File: config.mk
export PLATFORM = sky130hd
export DESIGN_NAME = fencei_seq_ctrl
export DESIGN_NICKNAME = d
export VERILOG_FILES = /design/src/rtl/fencei_seq_ctrl.sv
export SDC_FILE = /design/constraint.sdc
export NUM_CORES = 1
export LEC_CHECK = 0
export BUFFER_PORTS_ARGS = -buffer_cell sky130_fd_sc_hd__buf_2
export CAP_MARGIN = 0
export CORE_ASPECT_RATIO = 1.4
export CORE_UTILIZATION = 45
export CTS_CLUSTER_SIZE = 25
export DETAILED_ROUTE_END_ITERATION = 16
export MAX_ROUTING_LAYER = met4
export PLACE_DENSITY = 0.85
export SLEW_MARGIN = 20
export SYNTH_ARGS = -nofsm -noshare
export SYNTH_HDL_FRONTEND = slang
export SYNTH_SLANG_ARGS = --single-unit
File: constraint.sdc
create_clock -name clk -period 3 [get_ports clk]
set_input_delay 0.45 -clock clk [delete_from_list [all_inputs] [get_ports clk]]
set_output_delay 0.45 -clock clk [all_outputs]
set_load 0.005 [all_outputs]
File: src/rtl/fencei_seq_ctrl.sv
// FENCE.I sequencer: drain store buffer, write back D-cache, invalidate I-cache, flush and redirect fetch.
// Latency: fencei_req to redir_valid is at least 5 cycles; each wait state lasts until its condition or ack arrives.
// Backpressure: busy stalls decode for the whole sequence; requests arriving while busy are dropped.
//
// Ports:
//   clk, rst_n                 clock, asynchronous active-low reset
//   fencei_req, fencei_npc     one-cycle request from decode plus the PC of the following instruction
//   sb_empty                   store buffer empty
//   dc_wb_req / dc_wb_ack      D-cache writeback-all (level request, pulse ack)
//   ic_inv_req / ic_inv_ack    I-cache invalidate-all (level request, pulse ack)
//   pipe_flush                 one-cycle flush of fetch/decode
//   redir_valid, redir_pc      one-cycle fetch redirect; redir_pc is zero when not valid
//   busy                       high in every state except IDLE
//   tmo_err                    sticky handshake timeout, only when HARVOS_FENCEI_TMO_EN is defined
//
// Optional feature macro: HARVOS_FENCEI_TMO_EN bounds each wait state to TMO_CYCLES cycles.
module fencei_seq_ctrl #(
    parameter int XLEN       = 32,
    parameter int TMO_CYCLES = 1024
) (
    input  logic            clk,
    input  logic            rst_n,
    input  logic            fencei_req,
    input  logic [XLEN-1:0] fencei_npc,
    input  logic            sb_empty,
    output logic            dc_wb_req,
    input  logic            dc_wb_ack,
    output logic            ic_inv_req,
    input  logic            ic_inv_ack,
    output logic            pipe_flush,
    output logic            redir_valid,
    output logic [XLEN-1:0] redir_pc,
    output logic            busy
`ifdef HARVOS_FENCEI_TMO_EN
    ,
    output logic            tmo_err
`endif
);

    // A zero limit would make every wait state time out before it can be entered.
    if (TMO_CYCLES < 1) begin : g_bad_tmo
        $error("fencei_seq_ctrl: TMO_CYCLES must be at least 1");
    end

    typedef enum logic [2:0] {
        S_IDLE  = 3'd0,
        S_DRAIN = 3'd1,
        S_DCWB  = 3'd2,
        S_ICINV = 3'd3,
        S_FLUSH = 3'd4,
        S_REDIR = 3'd5
    } state_t;

    state_t          state_q;
    state_t          state_n;
    logic [XLEN-1:0] pc_q;
    logic            pc_load;

    // States that wait on an external condition; only these can time out.
    logic waiting;
    assign waiting = (state_q == S_DRAIN) || (state_q == S_DCWB) || (state_q == S_ICINV);

`ifdef HARVOS_FENCEI_TMO_EN
    localparam int CW = $clog2(TMO_CYCLES + 1);
    logic [CW-1:0] tmo_cnt;
    logic          tmo_hit;
`endif

    always_ff @(posedge clk or negedge rst_n) begin
        if (!rst_n) begin
            state_q <= S_IDLE;
            pc_q    <= '0;
        end else begin
            state_q <= state_n;
            if (pc_load) begin
                pc_q <= fencei_npc;
            end
        end
    end

    always_comb begin
        state_n     = state_q;
        pc_load     = 1'b0;
        dc_wb_req   = 1'b0;
        ic_inv_req  = 1'b0;
        pipe_flush  = 1'b0;
        redir_valid = 1'b0;
        busy        = 1'b1;
        // Acks are only looked at in the state that expects them, so stray
        // pulses elsewhere are dropped rather than remembered.
        case (state_q)
            S_IDLE: begin
                busy = 1'b0;
                if (fencei_req) begin
                    pc_load = 1'b1;
                    state_n = S_DRAIN;
                end
            end
            S_DRAIN: begin
                if (sb_empty) begin
                    state_n = S_DCWB;
                end
            end
            S_DCWB: begin
                dc_wb_req = 1'b1;
                if (dc_wb_ack) begin
                    state_n = S_ICINV;
                end
            end
            S_ICINV: begin
                ic_inv_req = 1'b1;
                if (ic_inv_ack) begin
                    state_n = S_FLUSH;
                end
            end
            S_FLUSH: begin
                pipe_flush = 1'b1;
                state_n    = S_REDIR;
            end
            S_REDIR: begin
                // A fencei_req arriving here is dropped: we return to IDLE
                // without looking at it.
                redir_valid = 1'b1;
                state_n     = S_IDLE;
            end
            default: begin
                busy    = 1'b0;
                state_n = S_IDLE;
            end
        endcase
`ifdef HARVOS_FENCEI_TMO_EN
        // A normal exit wins over a timeout that lands on the same cycle.
        tmo_hit = waiting && (state_n == state_q) && (tmo_cnt == CW'(TMO_CYCLES - 1));
        if (tmo_hit) begin
            state_n = S_FLUSH;
        end
`endif
    end

    assign redir_pc = redir_valid ? pc_q : '0;

`ifdef HARVOS_FENCEI_TMO_EN
    // Counter restarts whenever the state changes, so each wait state gets
    // its own full budget of TMO_CYCLES cycles.
    always_ff @(posedge clk or negedge rst_n) begin
        if (!rst_n) begin
            tmo_cnt <= '0;
            tmo_err <= 1'b0;
        end else begin
            if (state_n != state_q) begin
                tmo_cnt <= '0;
            end else if (waiting) begin
                tmo_cnt <= tmo_cnt + 1'b1;
            end
            if (tmo_hit) begin
                tmo_err <= 1'b1;
            end
        end
    end
`endif

endmodule
==> reports/results.ini, run 1 <==
[clocking]
cts.path.max_buffers=2
post-cts-setup-buffers=0
clkTransAtPathRegs_ns=0.07
cts_resized=0
insertion_delay_ns=0.27
htree_levels=2
holdBufCountCts=0
numCtsBuffers=5
cts_tree=built
numClockSinks=35
root_buffer=clkbuf_8

[synth]
avgSynthCellArea_um2=13.9
ys_seq_area_frac=0.494
ys_warn_count=0
syn_inst=128
syn_area_um2=1770
ys_ff_latch=35
synth_cell_types=23
syn_nets=166

[sta]
drv_slew=0
finalHoldViolCount=0
tightest_slew_ns=0.762
setup_viol=0
worst_slack_ns=1.01
rsz0062_at_grt=false
clock_skew_ns=0.00382
max_clock_freq_mhz=502
relSlewSlack=0.492
fin_crit_ns=1.99
fin_crit_sh=0.664
fin_setup_tns_ns=0
holdWs_ns=0.240

[routing]
wl_um=3250
via_per_inst=4.83
routedWlPerCell_um=13.3
dr.pass1.iters=4
vias=1184
drt_iter0_drc=10
ant_nets=0
post-route-drc-count=0

[placement]
portBuffers=74
gp_congestion=0.756
dp_slack_ns=1.20
placed_cell_area_um2=2110
placed_cells=237
hpwlAfterDp_um=2320

[final_layout]
final_area_um2=2220
layout_commonest_cell=buf_2
fin_cells=245
multi_input_area_um2=797
mostFrequentLayoutCells=buf_2, dfrtp_1, and2_1
areaGrowthSynthToFinish_pct=25.1
ff_latch_area_um2=876
nFillCells=317
layout-drive-gt1-share=0.596
num-nets-final=240
antenna_cells=0

[worst_setup_path]
cp_max_fo=17
cp_num_buf_inv=3
r2r_setup_slack_ns=1.21
cpPeakStageDelay_ns=0.46
setup.worst_path.end_class=output pin
slowest_stage=dfrtp_1
required_ns=2.55
path_delay_family=flip-flops
rr_startpoint=state_q[1]
arrival_ns=1.54
ff2ff_path_depth=3
startpoint_type=flip-flop
criticalPathCategory=flip-flop to output pin
path_cells=inv_1, nor3b_2, buf_4, and2_1, buf_2
reg2reg_to=pc_q[18]

[pwr]
combPwrFrac=0.383
pwr-share-seq=0.433
switching_share=0.281
clkPwrFrac=0.184
total_leakage_power_nw=1.19
intPower_mw=1.44
pwr_density_cell_nw_per_um2=902
ir_drop_v=0.000647
p_sw_mw=0.563

[die]
ios=75
die_h_um=76.3
die_area_um2=4200
num_rows=26
initial_core_util=0.478
core_um2=3710
die_w_um=55.1

[grt]
grt_pass1_vias=1188
grt-ovfl-total=0
grt_max_degree=36
grt_pass1_wl_um=5270
antenna_found_initial=0
track_usage=0.176

[flow_run]
cap_viol_max_count=0

[run_status]
status=complete, no violations

[hold_path]
hp-class=primary input to asynchronous set/reset pin

[synth_stat cells (all sizes together)]
cell type / instances / area, µm²
a21oi: 4 / 20.0
a31o: 1 / 8.76
and2: 33 / 209
buf: 6 / 83.8
clkbuf: 3 / 12.5
dfrtp: 35 / 876
inv: 1 / 3.75
mux2: 32 / 473
nand2: 2 / 7.51
nand2b: 2 / 12.5
nand3b: 1 / 7.51
nor2: 2 / 7.51
nor3: 1 / 10.0
nor3b: 2 / 20.0
o21bai: 2 / 15.0
or2: 1 / 6.26
[flip-flops by register name, indices dropped and copies added, names as in the netlist]
register and cells:
state_q 3, pc_q 32
[cell type report]
| type | count | share of cell area |
|---|---|---|
| Sequential cell | 35 | 0.395 |
| Multi-Input combinational cell | 83 | 0.359 |
| Timing Repair Buffer | 76 | 0.174 |
| Clock buffer | 7 | 0.0434 |
| Tap cell | 42 | 0.0237 |
| Clock inverter | 1 | 0.00338 |
| Inverter | 1 | 0.00169 |
[metrics by stage]
stage,power (mW),util
floorplan,1.53,-
CTS,2.03,0.598
detailed placement,1.64,0.570
global route,2.13,0.598
global placement,1.61,0.570
finish,2.00,0.598
[power groups by stage]
stage	Sequential, mW	Combinational (mW)	Clock, mW
4_1_cts	0.865	0.778	0.386
2_1_floorplan	0.802	0.724	0
5_1_grt	0.899	0.833	0.399
3_5_place_dp	0.867	0.776	0
6_report	0.866	0.767	0.368
3_3_place_gp	0.859	0.752	0
[worst register-to-register path, cell delays in order (launching register included)]
cell	delay [ns]
dfrtp_1	0.50
nor3_2	0.23
and2_4	0.55
mux2_2	0.41
[routing by layer]
| layer | global-route usage | wire [µm] | share of wire | up-vias |
|---|---|---|---|---|
| met3 | 0.0519 | 170 | 0.052 | 4 |
| met2 | 0.287 | 1680 | 0.52 | 46 |
| met4 | 0.0550 | 38 | 0.012 | 0 |
| met5 | - | 0 | 0 | - |
| met1 | 0.202 | 1360 | 0.42 | 558 |
| li1 | - | - | - | 576 |
[cells by family after synthesis]
| group | after synthesis | synth area share |
|---|---|---|
| DFF | 35 | 0.494 |
| AOI/OAI and AO/OA | 7 | 0.0247 |
| muxes | 32 | 0.267 |
| buffers and inverters | 10 | 0.0565 |
| and+or+nand+nor | 44 | 0.158 |
[worst max path at each step]
| stage | from | endpoint | slack (ns) | cells past startpoint |
|---|---|---|---|---|
| final | state_q[0] | redir_pc[14] | 1.01 | 5 |
| after global routing | state_q[0] | redir_pc[14] | 0.86 | 5 |
| after CTS | state_q[0] | redir_pc[11] | 0.98 | 5 |
| after detailed placement | state_q[1] | pc_q[31] | 1.20 | 3 |
| after global placement | state_q[1] | pc_q[18] | 1.27 | 3 |
| after floorplan | state_q[0] | redir_pc[10] | 1.41 | 4 |
No activity file was read; power rests on OpenSTA's default activity.
==> run 2, diff against run 1 <==
==> constraint.sdc (replaced) <==
create_clock -name clk -period 1.9 [get_ports clk]
set_input_delay 0.285 -clock clk [delete_from_list [all_inputs] [get_ports clk]]
set_output_delay 0.285 -clock clk [all_outputs]
set_load 0.005 [all_outputs]
==> run 2 against run 1 <==
  * Clock power rose by 45%
  * Sequential power rose by 58%
  * Critical path depth fell by 1
  * Flip-flop and latch count did not move
  * Die area did not move
  * Non-clock buffer count rose by 2
  * Critical endpoint is now redir_pc[13]
  * Via count fell by 0.25%
  * Sequential share of layout area fell by 0.17 points
  * Clock skew rose by 0.00070 ns
==> reports/results.ini, run 2 (synthesis results as in run 1) <==
[sta]
clock_skew_ns=0.00452  ; +0.000701 ns
setup_viol=0  ; unchanged
fin_crit_sh=0.941
finalHoldViolCount=0  ; unchanged
max_clock_freq_mhz=559
fin_crit_ns=1.79
relSlewSlack=0.484  ; -0.00846
rsz0062_at_grt=false
drv_slew=0  ; unchanged
holdWs_ns=0.0783  ; -0.161 ns
fin_setup_tns_ns=0  ; unchanged
tightest_slew_ns=0.774  ; +0.0127 ns

[worst_setup_path]
cp_num_buf_inv=2  ; -1
startpoint_type=flip-flop
required_ns=1.62  ; -0.93 ns
r2r_setup_slack_ns=0.27  ; -0.94 ns
cp_max_fo=17  ; unchanged
setup.worst_path.end_class=output pin
arrival_ns=1.50  ; -0.04 ns
path_cells=nor3b_2, buf_4, and2_1, buf_2
path_delay_family=flip-flops
slowest_stage=dfrtp_1
cpPeakStageDelay_ns=0.48  ; +0.02 ns
criticalPathCategory=flip-flop to output pin

[grt]
track_usage=0.182  ; +0.00571
antenna_found_initial=0  ; unchanged
grt_max_degree=36  ; unchanged
grt-ovfl-total=0  ; unchanged
grt_pass1_wl_um=5410  ; +2.6%
grt_pass1_vias=1210  ; +1.9%

[die]
ios=75  ; unchanged
die_area_um2=4200  ; unchanged
initial_core_util=0.478  ; unchanged
die_h_um=76.3  ; unchanged
core_um2=3710  ; unchanged
num_rows=26  ; unchanged
die_w_um=55.1  ; unchanged

[clocking]
numClockSinks=35  ; unchanged
numCtsBuffers=5  ; unchanged
htree_levels=2  ; unchanged
insertion_delay_ns=0.28  ; about the same
holdBufCountCts=0  ; unchanged
post-cts-setup-buffers=0  ; unchanged
clkTransAtPathRegs_ns=0.07  ; about the same
root_buffer=clkbuf_8
cts_tree=built
cts.path.max_buffers=2  ; unchanged

[routing]
drt_iter0_drc=4  ; -6
dr.pass1.iters=2  ; -2
ant_nets=0  ; unchanged
post-route-drc-count=0  ; unchanged
vias=1181  ; -0.25%
via_per_inst=4.80  ; -0.66%
wl_um=3390  ; +4.4%
routedWlPerCell_um=13.8  ; +3.9%

[final_layout]
largest_register=pc_q
final_area_um2=2230  ; +0.56%
top_regs=pc_q x32, state_q x3
layout_commonest_cell=buf_2
antenna_cells=0  ; unchanged
mostFrequentLayoutCells=buf_2, dfrtp_1, and2_1
num-nets-final=242  ; +0.83%
largest_register_ffs=32  ; unchanged
areaGrowthSynthToFinish_pct=25.8
layout-drive-gt1-share=0.603  ; +0.00688

[placement]
placed_cell_area_um2=2140  ; +1.3%
portBuffers=74  ; unchanged
hpwlAfterDp_um=2430  ; +4.7%
gp_congestion=0.777  ; +2.9%

[run_status]
status=complete, no violations

[flow_run]
cap_viol_max_count=0  ; unchanged

[pwr]
total_leakage_power_nw=1.20  ; +0.78%
pwr_density_cell_nw_per_um2=1420  ; +57%
ir_drop_v=0.00112  ; +73%

[hold_path]
hp-class=primary input to asynchronous set/reset pin

-- run 2: changes by cell type in the layout (fill, tap and decap cells not counted) --
cell        delta
buf_12         +1
buf_4          +1
clkbuf_8       -1
clkinv_2       +1
clkinvlp_4     -1
dfrtp_1        -1
dfrtp_2        +1
-- run 2: path summary, 6_finish.rpt --
kind                                    start  cells past startpoint           end
min in group clk                fencei_npc[8]                      2       pc_q[8]
worst max-delay path               state_q[2]                      4  redir_pc[13]
worst min register to register        pc_q[4]                      1       pc_q[4]
worst min-delay path                    rst_n                      1      pc_q[12]
worst max register to register     state_q[1]                      4      pc_q[21]
max in group asynchronous               rst_n                      1    state_q[0]
-- run 2: report_power, final --
part           switching (mW)  internal [mW]
clock                   0.249          0.284
sequential              0.240           1.13
combinational           0.405          0.847
total                   0.894           2.26
-- run 2: routing by layer --
metal | global-route usage | part of all wire
met5 | - | 0
met4 | 0.0950 | 0.022
met3 | 0.0459 | 0.050
met2 | 0.284 | 0.51
met1 | 0.206 | 0.42
-- run 2: layout make-up --
class	count	area [µm²]
Clock inverter	1	5.00
Tap cell	42	52.6
Clock buffer	6	82.6
Sequential cell	35	877
Multi-Input combinational cell	83	797
Timing Repair Buffer	78	413
Fill cell	330	1480
Inverter	1	3.75
-- run 2: per-stage QoR --
| step | std cells | total power, mW | setup WS, ns | utilization |
|---|---|---|---|---|
| detailed placement | 239 | 2.64 | 0.289 | 0.578 |
| finish | 246 | 3.16 | 0.112 | 0.602 |
| floorplan | 128 | 2.41 | 0.408 | - |
| global route | 246 | 3.36 | 0.0213 | 0.602 |
| global placement | 239 | 2.59 | 0.332 | 0.578 |
| CTS | 246 | 3.19 | 0.0489 | 0.601 |
-- run 2: repair_timing --
item	in CTS	in global routing
endpoints found under the hold margin	0	0
setup endpoints to repair	0	26
resized for setup	0	1
